--- config.mk ---
export PLATFORM = sky130hd
export DESIGN_NAME = processor_result_collector
export DESIGN_NICKNAME = d
export VERILOG_FILES = /design/src/rtl/processor_result_collector_pkg.sv /design/src/rtl/processor_result_collector_fifo.sv /design/src/rtl/processor_result_collector.sv
export SDC_FILE = /design/constraint.sdc
export NUM_CORES = 1
export LEC_CHECK = 0
export CAP_MARGIN = 0
export CORE_MARGIN = 4
export CORE_UTILIZATION = 55
export DETAILED_ROUTE_END_ITERATION = 12
export GPL_ROUTABILITY_DRIVEN = 0
export PLACE_DENSITY = 0.81
export SLEW_MARGIN = 10
export SYNTH_ARGS = -nofsm -noshare
export SYNTH_HDL_FRONTEND = slang
export SYNTH_SLANG_ARGS = --single-unit
--- constraint.sdc ---
create_clock -name clk -period 11.6 [get_ports clk]
set_input_delay 1.16 -clock clk [delete_from_list [all_inputs] [get_ports clk]]
set_output_delay 1.16 -clock clk [all_outputs]
set_load 0.01 [all_outputs]
--- src/rtl/processor_result_collector_pkg.sv ---
// Shared types and helpers for the processor result collector: round-robin
// grant function, channel-index width derivation and the default result record.
package pkg_processorCollector;

  localparam int MAX_CH         = 16;
  localparam int DEF_ROW_BITS   = 10;
  localparam int DEF_COL_BITS   = 10;
  localparam int DEF_SCALE_BITS = 4;

  function automatic int ch_bits(input int num_ch);
    return (num_ch <= 1) ? 1 : $clog2(num_ch);
  endfunction

  localparam int CH_BITS = ch_bits(MAX_CH);

  typedef struct packed {
    logic                      passfail;
    logic [DEF_ROW_BITS-1:0]   x;
    logic [DEF_COL_BITS-1:0]   y;
    logic [DEF_SCALE_BITS-1:0] scale;
    logic [CH_BITS-1:0]        ch;
  } result_t;

  // First set bit of valid at or after ptr, wrapping within num_ch channels.
  function automatic logic [MAX_CH-1:0] rrGrant(input logic [MAX_CH-1:0] valid,
                                                input logic [3:0]        ptr,
                                                input int                num_ch);
    logic [MAX_CH-1:0] grant;
    logic              found;
    int                idx;
    grant = 16'h0000;
    found = 1'b0;
    for (int k = 0; k < MAX_CH; k++) begin
      idx = int'(ptr) + k;
      if (idx >= num_ch) begin
        idx = idx - num_ch;
      end else begin
        idx = idx;
      end
      if ((k < num_ch) && !found && valid[idx[3:0]]) begin
        grant[idx[3:0]] = 1'b1;
        found           = 1'b1;
      end else begin
        found = found;
      end
    end
    return grant;
  endfunction

endpackage

--- src/rtl/processor_result_collector_fifo.sv ---
// First-word fall-through result FIFO; the head reads as zero while empty.
module result_fifo #(
  parameter int DEPTH = 8,
  parameter int WIDTH = 8
) (
  input  logic                     clk,
  input  logic                     reset,
  input  logic                     push,
  input  logic                     pop,
  input  logic [WIDTH-1:0]         din,
  output logic [WIDTH-1:0]         dout,
  output logic [$clog2(DEPTH):0]   count,
  output logic                     full,
  output logic                     empty
);

  localparam int PTR_BITS = $clog2(DEPTH);
  localparam logic [PTR_BITS-1:0] PTR_ONE  = PTR_BITS'(1);
  localparam logic [PTR_BITS:0]   CNT_ONE  = (PTR_BITS + 1)'(1);
  localparam logic [PTR_BITS:0]   CNT_FULL = (PTR_BITS + 1)'(DEPTH);

  logic [WIDTH-1:0]    mem_r [DEPTH];
  logic [PTR_BITS-1:0] wr_ptr_r;
  logic [PTR_BITS-1:0] rd_ptr_r;
  logic [PTR_BITS:0]   count_r;
  logic                do_push_s;
  logic                do_pop_s;

  assign full      = (count_r == CNT_FULL);
  assign empty     = (count_r == {(PTR_BITS + 1){1'b0}});
  assign count     = count_r;
  assign do_push_s = push & ~full;
  assign do_pop_s  = pop & ~empty;

  // Storage array; contents are meaningless once the pointers are reset.
  always_ff @(posedge clk) begin
    if (do_push_s) begin
      mem_r[wr_ptr_r] <= din;
    end
  end

  // Pointer and occupancy bookkeeping.
  always_ff @(posedge clk or posedge reset) begin
    if (reset) begin
      wr_ptr_r <= {PTR_BITS{1'b0}};
      rd_ptr_r <= {PTR_BITS{1'b0}};
      count_r  <= {(PTR_BITS + 1){1'b0}};
    end else begin
      wr_ptr_r <= do_push_s ? wr_ptr_r + PTR_ONE : wr_ptr_r;
      rd_ptr_r <= do_pop_s  ? rd_ptr_r + PTR_ONE : rd_ptr_r;
      case ({do_push_s, do_pop_s})
        2'b10:   count_r <= count_r + CNT_ONE;
        2'b01:   count_r <= count_r - CNT_ONE;
        default: count_r <= count_r;
      endcase
    end
  end

  // Head of queue, forced to zero when nothing is stored.
  always_comb begin
    if (empty) begin
      dout = {WIDTH{1'b0}};
    end else begin
      dout = mem_r[rd_ptr_r];
    end
  end

endmodule

--- src/rtl/processor_result_collector.sv ---
// Round-robin collector of window-processor results into a FWFT output FIFO,
// with saturating evaluated/passed counters.
module processor_result_collector
  import pkg_processorCollector::*;
#(
  parameter int NUM_CH     = 4,
  parameter int DEPTH      = 8,
  parameter int ROW_BITS   = DEF_ROW_BITS,
  parameter int COL_BITS   = DEF_COL_BITS,
  parameter int SCALE_BITS = DEF_SCALE_BITS,
  parameter int FWD_FAILS  = 0,
  parameter int CNT_BITS   = 32
) (
  input  logic                           clk,
  input  logic                           reset,
  input  logic [NUM_CH-1:0]              ch_valid,
  input  logic [NUM_CH-1:0]              ch_passfail,
  input  logic [NUM_CH*ROW_BITS-1:0]     ch_x,
  input  logic [NUM_CH*COL_BITS-1:0]     ch_y,
  input  logic [NUM_CH*SCALE_BITS-1:0]   ch_scale,
  output logic [NUM_CH-1:0]              ch_taken,
  output logic                           out_valid,
  input  logic                           out_ready,
  output logic                           out_passfail,
  output logic [ROW_BITS-1:0]            out_x,
  output logic [COL_BITS-1:0]            out_y,
  output logic [SCALE_BITS-1:0]          out_scale,
  output logic [ch_bits(NUM_CH)-1:0]     out_ch,
  input  logic                           clear_stats,
  output logic [CNT_BITS-1:0]            cnt_evaluated,
  output logic [CNT_BITS-1:0]            cnt_passed,
  output logic                           idle
);

  localparam int LCH_BITS = ch_bits(NUM_CH);
  localparam int PTR_BITS = $clog2(DEPTH);
  localparam logic FWD_EN = (FWD_FAILS != 0);
  localparam logic [LCH_BITS-1:0] CH_LAST  = LCH_BITS'(NUM_CH - 1);
  localparam logic [LCH_BITS-1:0] CH_ONE   = LCH_BITS'(1);
  localparam logic [CNT_BITS-1:0] CNT_ONE  = CNT_BITS'(1);
  localparam logic [CNT_BITS-1:0] CNT_MAX  = {CNT_BITS{1'b1}};
  localparam logic [PTR_BITS:0]   CNT_FULL = (PTR_BITS + 1)'(DEPTH);

  typedef struct packed {
    logic                  passfail;
    logic [ROW_BITS-1:0]   x;
    logic [COL_BITS-1:0]   y;
    logic [SCALE_BITS-1:0] scale;
    logic [LCH_BITS-1:0]   ch;
  } entry_t;

  localparam int ENTRY_W = $bits(entry_t);

  logic [LCH_BITS-1:0] ptr_r;
  logic [CNT_BITS-1:0] cnt_eval_r;
  logic [CNT_BITS-1:0] cnt_pass_r;
  logic [NUM_CH-1:0]   store_s;
  logic [NUM_CH-1:0]   elig_s;
  logic [NUM_CH-1:0]   grant_s;
  logic [MAX_CH-1:0]   elig_wide_s;
  logic [MAX_CH-1:0]   grant_wide_s;
  logic [LCH_BITS-1:0] gnt_idx_s;
  entry_t              push_entry_s;
  entry_t              head_s;
  logic [PTR_BITS:0]   fifo_count_s;
  logic                fifo_full_s;
  logic                fifo_empty_s;
  logic                push_s;
  logic                pop_s;
  logic                xfer_s;
  logic                pass_xfer_s;

  // Stored results need a free slot; dropped fails never wait on the FIFO.
  always_comb begin
    store_s = {NUM_CH{1'b0}};
    elig_s  = {NUM_CH{1'b0}};
    for (int i = 0; i < NUM_CH; i++) begin
      store_s[i] = ch_passfail[i] | FWD_EN;
      if (store_s[i]) begin
        elig_s[i] = ch_valid[i] & ~fifo_full_s;
      end else begin
        elig_s[i] = ch_valid[i];
      end
    end
  end

  // Round-robin grant, suppressed while reset is asserted.
  always_comb begin
    elig_wide_s               = 16'h0000;
    elig_wide_s[NUM_CH-1:0]   = elig_s;
    grant_wide_s              = rrGrant(elig_wide_s, 4'(ptr_r), NUM_CH);
    if (reset) begin
      grant_s = {NUM_CH{1'b0}};
    end else begin
      grant_s = grant_wide_s[NUM_CH-1:0];
    end
  end

  // One-hot AND-OR mux of the granted channel's result.
  always_comb begin
    gnt_idx_s    = {LCH_BITS{1'b0}};
    push_entry_s = entry_t'({ENTRY_W{1'b0}});
    for (int i = 0; i < NUM_CH; i++) begin
      gnt_idx_s             = gnt_idx_s | (grant_s[i] ? LCH_BITS'(i) : {LCH_BITS{1'b0}});
      push_entry_s.passfail = push_entry_s.passfail | (grant_s[i] & ch_passfail[i]);
      push_entry_s.x        = push_entry_s.x | ({ROW_BITS{grant_s[i]}} & ch_x[i*ROW_BITS +: ROW_BITS]);
      push_entry_s.y        = push_entry_s.y | ({COL_BITS{grant_s[i]}} & ch_y[i*COL_BITS +: COL_BITS]);
      push_entry_s.scale    = push_entry_s.scale | ({SCALE_BITS{grant_s[i]}} & ch_scale[i*SCALE_BITS +: SCALE_BITS]);
    end
    push_entry_s.ch = gnt_idx_s;
  end

  assign ch_taken    = grant_s;
  assign xfer_s      = |grant_s;
  assign pass_xfer_s = |(grant_s & ch_passfail);
  assign push_s      = |(grant_s & store_s);
  assign pop_s       = out_valid & out_ready;
  assign fifo_full_s = (fifo_count_s == CNT_FULL);

  result_fifo #(
    .DEPTH (DEPTH),
    .WIDTH (ENTRY_W)
  ) u_fifo (
    .clk   (clk),
    .reset (reset),
    .push  (push_s),
    .pop   (pop_s),
    .din   (push_entry_s),
    .dout  (head_s),
    .count (fifo_count_s),
    .full  (),
    .empty (fifo_empty_s)
  );

  // Round-robin pointer moves just past the granted channel.
  always_ff @(posedge clk or posedge reset) begin
    if (reset) begin
      ptr_r <= {LCH_BITS{1'b0}};
    end else if (xfer_s) begin
      ptr_r <= (gnt_idx_s == CH_LAST) ? {LCH_BITS{1'b0}} : gnt_idx_s + CH_ONE;
    end else begin
      ptr_r <= ptr_r;
    end
  end

  // Saturating statistics; clear wins over a same-cycle increment.
  always_ff @(posedge clk or posedge reset) begin
    if (reset) begin
      cnt_eval_r <= {CNT_BITS{1'b0}};
      cnt_pass_r <= {CNT_BITS{1'b0}};
    end else if (clear_stats) begin
      cnt_eval_r <= {CNT_BITS{1'b0}};
      cnt_pass_r <= {CNT_BITS{1'b0}};
    end else begin
      cnt_eval_r <= (xfer_s && cnt_eval_r != CNT_MAX) ? cnt_eval_r + CNT_ONE : cnt_eval_r;
      cnt_pass_r <= (pass_xfer_s && cnt_pass_r != CNT_MAX) ? cnt_pass_r + CNT_ONE : cnt_pass_r;
    end
  end

  assign out_valid     = ~fifo_empty_s;
  assign out_passfail  = head_s.passfail;
  assign out_x         = head_s.x;
  assign out_y         = head_s.y;
  assign out_scale     = head_s.scale;
  assign out_ch        = head_s.ch;
  assign cnt_evaluated = cnt_eval_r;
  assign cnt_passed    = cnt_pass_r;
  assign idle          = (fifo_count_s == {(PTR_BITS + 1){1'b0}}) & ~(|ch_valid);

endmodule

Word-level counts from Yosys, hierarchy flattened --
Memories as Yosys holds them, arrays and structs flattened. Cells that the tools add are included.
Word-level totals: ROM bits 0, output and inout port bits 97, memories 1, flip-flop bits (word level) 76, bits in writable memories 216, word-level logic and storage cells 147, input bits 108, latch bits 0
Memories:
- u_fifo.mem_r | depth 8, bits a word 27, rd ports 1, clocked after Yosys merged registers in 0, wr ports 1, RTL line processor_result_collector_fifo.sv:22 | logic [WIDTH-1:0] mem_r [DEPTH];
Cells by class: divide/modulo/power cells 0, reduce and logical (&&, ||, !) cells 19, add/sub/neg operators 14, muxes and demuxes 44, $lt $le $gt $ge 12, shift-type cells 0, multiply operators 0, bitwise operators 45, eq/ne operators 6
Operators with widths (count):
- 32-bit 2-to-1 mux | 4
- 10-bit AND | 8
- 32-bit by 1-bit adder with 32-bit output (second input constant) | 2
- 32-bit != test (second input constant) | 2
- 10-bit bitwise OR | 6
- 4-bit 2-to-1 mux | 9
- 27-bit 2-to-1 mux | 1
- 4-bit bitwise OR | 6
- 4-bit AND | 5
- 4-bit by 5-bit less-than comparator with 1-bit output (second input constant) | 4
- 1-bit 2-to-1 mux | 18
- 1-bit binary-select mux with 4-bit select | 4
- 1-bit demux with 4-bit select | 4
- 4-bit by 1-bit greater-or-equal comparator with 1-bit output (second input constant) | 4
- 1-bit AND | 12
- 4-bit OR reduction | 3
- 3-bit by 3-bit subtractor with 4-bit output (second input constant) | 3
- 3-bit greater-or-equal comparator (second input constant) | 3
- 1-bit logical AND | 9
- 4-bit one-hot mux with 2 select lines | 1
- 2-bit by 2-bit adder with 3-bit output (second input constant) | 2
- 3-bit by 1-bit adder with 3-bit output (second input constant) | 2
- 2-bit 2-to-1 mux | 3
- 2-bit nonzero test | 3
- 15 further kinds | 22

Longest topological paths before layout --
depth after elaboration 22, gate-level depth with buffers 23, depth with buffers taken out 19

Modules after synthesis --
From an unflattened synthesis, not the netlist that was laid out.
Second synthesis, totals: cell total of the unflattened synthesis 971, area, all modules 13506.7 um^2
By module, submodules not included:
- result_fifo | area each 8688.3 um^2, instances 1, seq. area each 6736.5 um^2, cells an instance 379
- processor_result_collector | area each 4818.4 um^2, instances 1, seq. area each 1651.6 um^2, cells an instance 592

Worst setup path before layout --
No wires, ideal clock.
path type input -> register, start input port reset, end memory u_fifo.mem_r[4][0] (netlist bit), enable pin, arrival 6.660 ns, path slack 4.461 ns, stages 10, buffers on the path 3, data required time 11.121 ns, library setup time 0.479 ns, cell sequence inv_1 > and2_0 > a32oi_1 > and4_1 > clkbuf_1 > buf_2 > inv_2 > nand2_1 > buf_2 > nor4_1
On the way: longest elaborated chain between the ends 6
Ends and longest elaborated chain:
- from (decl) | RTL line processor_result_collector.sv:15 | input logic reset,
- 4-bit 2-to-1 mux | RTL line processor_result_collector.sv:92 | if (reset) begin
- 4-bit AND | RTL line processor_result_collector.sv:116 | assign push_s = |(grant_s & store_s);
- 4-bit OR reduction | RTL line processor_result_collector.sv:116
- 1-bit AND | RTL line processor_result_collector_fifo.sv:32 | assign do_push_s = push & ~full;
- 1-bit 2-to-1 mux | RTL line processor_result_collector_fifo.sv:37 | if (do_push_s) begin
- 1-bit 2-to-1 mux (implied by the code) | RTL line processor_result_collector_fifo.sv:38 | mem_r[wr_ptr_r] <= din;
- to (decl) | RTL line processor_result_collector_fifo.sv:22
No other way between the ends.

Worst setup path after layout --
start input port reset, end output port ch_taken[3]
On the way: longest elaborated chain between the ends 1
Ends and longest elaborated chain:
- 4-bit 2-to-1 mux | RTL line processor_result_collector.sv:92
- to (decl) | RTL line processor_result_collector.sv:21 | output logic [NUM_CH-1:0] ch_taken,
No other way between the ends.

==> metrics <==
H-tree levels=1; Worst Setup Start Kind=input pin; CTS sink count=292; area share of the largest cell type after synthesis=0.476; core footprint=0.0243 mm²; Slew @ Worst Pin=1.11 ns; TritonCTS Buffers=29; CP Class=in2out; synth cell count leaders=edfxtp_1, nand2_1, dfrtp_1, nor2_1, mux4_2; final hold viol count=0; setup TNS=0 ns; minimum clock period=5.37 ns; top-count cell post-synth=edfxtp_1; overall routed net length=33.9 mm; 1st-iter DRT viols=820; NumNets Final=1298; met1 global-route usage=0.311; status=complete, no violations; Yosys top cell by area=edfxtp_1; drc violations=0; drt first pass iters=6; asr flop ratio synth=0.260; DP HPWL=20.6 mm; total number of vias=9595; largest net degree at the start of global routing=86; total power density per cell area=246 mW/mm²; max_cap viols=0; Chip Width=165 µm; Post-synth EDFFs=216; total number of yosys warnings=0; gr busiest metal=met2; chip height=165 µm; worst setup margin=6.23 ns; Syn Inst Count=989; Ant. Diodes=0; syn_nets=1111; Worst Path Required=10.44 ns; CTS Hold Bufs=0; later-pin clock latency in the skew report=0.54 ns; CTS tree=done; cell area after synthesis=0.0136 mm²; die area=0.0274 mm²; drt wl/cell=22.3 µm; post-route ant nets=0; initial antenna violation count=0; crit path max fanout=72; share of layout cells above drive strength 1=0.136; Starting Density=0.561; Place WS=5.77 ns; clk slew on worst S/H paths=0.06 ns; library cells used by synthesis=55; FF+latch count, synth=292; # IOs=205; fmax=186 MHz; max_slew headroom=0.259; M3 GR Usage=0.0529; total gr overflow=0; Pins Over Slew Limit=0; crit end category=output port; VDD IR max=0.000186 V; vias in the first global route=9575; unrepaired setup endpoints after global routing=false; Area Growth Syn to Fin=25.1%; Post-CTS Setup Bufs=0; P_leak=6.07 nW; first-pass GRT wire length=51.9 mm; Post-Syn Area per Cell=13.8 µm²; total track usage=0.242; CTS root buffer=clkbuf_16; leading post-synthesis cells by cell area=edfxtp_1, dfrtp_1, mux4_2, mux2i_1, nand2_1; worst min path class=reg2reg; CP arrival=4.21 ns; Final Skew=0.0121 ns; Max clock buf depth=3; I/O Buffers=204; Avg Vias per Cell=6.30; cts repair resizes=0; post-synthesis sequential area ratio=0.615; routing usage on met2=0.419; fin crit share=0.463; Main synth FF type=edfxtp_1; row count=57; final setup violating endpoints=0
flip-flops by register name (all words and copies together) (netlist names):
signal,cells
cnt_passed,32
u_fifo.wr_ptr_r,3
u_fifo.count,4
cnt_evaluated,32
u_fifo.mem_r,216
u_fifo.rd_ptr_r,3
ptr_r,2
final timing paths:
check                      slack, ns                         from                          end  cells after the start
min in group asynchronous       1.03                        reset         ptr_r[0]$_DFFE_PP0P_                      2
max in group asynchronous       9.43                        reset    cnt_passed[4]$_DFFE_PP0P_                      3
max                             6.23                        reset                  ch_taken[3]                      7
min                             0.54  u_fifo.count[3]$_DFFE_PP0P_  u_fifo.count[3]$_DFFE_PP0P_                      1
min reg2reg                     0.54  u_fifo.count[3]$_DFFE_PP0P_  u_fifo.count[3]$_DFFE_PP0P_                      1
max reg2reg                     6.38  u_fifo.count[2]$_DFFE_PP0P_  u_fifo.count[2]$_DFFE_PP0P_                     17
final cells by class:
class	count	area, µm²
clock buffer	34	774
clock inverter	20	273
fill	1597	7270
inverter	12	46.3
multi-input combinational	616	4960
sequential	292	8390
tap	324	405
timing repair buffer	225	2190
metal layers:
metal | share of wire | vias to the layer above
li1 | - | 4279
met1 | 0.38 | 4831
met2 | 0.51 | 423
met3 | 0.084 | 62
met4 | 0.024 | 0
met5 | 0 | -
through the flow:
step / utilization / hold slack [ns] / total power, mW / std cells / area (µm²)
after floorplan: - / 0.477 / 2.61 / 989 / 13600
after global placement: 0.658 / 0.521 / 3.12 / 1469 / 16000
after detailed placement: 0.658 / 0.534 / 3.18 / 1469 / 16000
after CTS: 0.701 / 0.539 / 4.21 / 1523 / 17100
after global routing: 0.701 / 0.570 / 4.39 / 1523 / 17100
final: 0.701 / 0.540 / 4.19 / 1523 / 17100
kinds of logic (layout without fill, tap and decap cells):
family	Yosys count	after routing	synth area share
AO/OA/AOI/OAI	153	153	0.0787
XOR/XNOR	9	9	0.00578
adder cells (fa/ha/maj)	14	14	0.0128
buffers and inverters	81	291	0.0245
flip-flops	292	292	0.615
multiplexers	109	109	0.134
AND/OR/NAND/NOR	331	331	0.129
critical path, cell delays in order:
cell and delay, ns:
clkdlybuf4s50_1 0.55, clkinv_2 0.21, buf_4 0.72, and2_0 0.38, a22o_1 0.19, buf_4 0.36
clkdlybuf4s50_1 0.62
cell usage in the layout, fill, tap and decap left out, types with 5 or more instances in the layout:
| cell type | n |
|---|---|
| a21oi_1 | 50 |
| a221o_1 | 5 |
| a222oi_1 | 24 |
| and3_1 | 19 |
| and4_1 | 8 |
| buf_4 | 21 |
| bufinv_16 | 6 |
| clkbuf_16 | 29 |
| clkdlybuf4s50_1 | 203 |
| clkinv_2 | 6 |
| clkinvlp_4 | 5 |
| dfrtp_1 | 74 |
| edfxtp_1 | 216 |
| ha_1 | 14 |
| inv_1 | 10 |
| mux2_1 | 8 |
| mux2_2 | 13 |
| mux2i_1 | 31 |
| mux4_2 | 57 |
| nand2_1 | 80 |
| nand2b_1 | 7 |
| nand3_1 | 31 |
| nand4_1 | 17 |
| nor2_1 | 68 |
| nor2b_1 | 18 |
| nor3_1 | 7 |
| nor3_2 | 6 |
| nor3b_1 | 7 |
| o21ai_0 | 13 |
| o31ai_1 | 30 |
| or3_1 | 11 |
| or4_1 | 32 |
| xor2_1 | 5 |
where the power goes:
| part | leakage (nW) | total, mW | internal, mW | switching [mW] |
|---|---|---|---|---|
| logic | 2.55 | 1.56 | 0.676 | 0.879 |
| registers | 3.01 | 1.62 | 1.47 | 0.154 |
| clock network | 0.501 | 1.01 | 0.613 | 0.395 |
| total | 6.07 | 4.19 | 2.76 | 1.43 |
(Power assumes the default switching activity.)
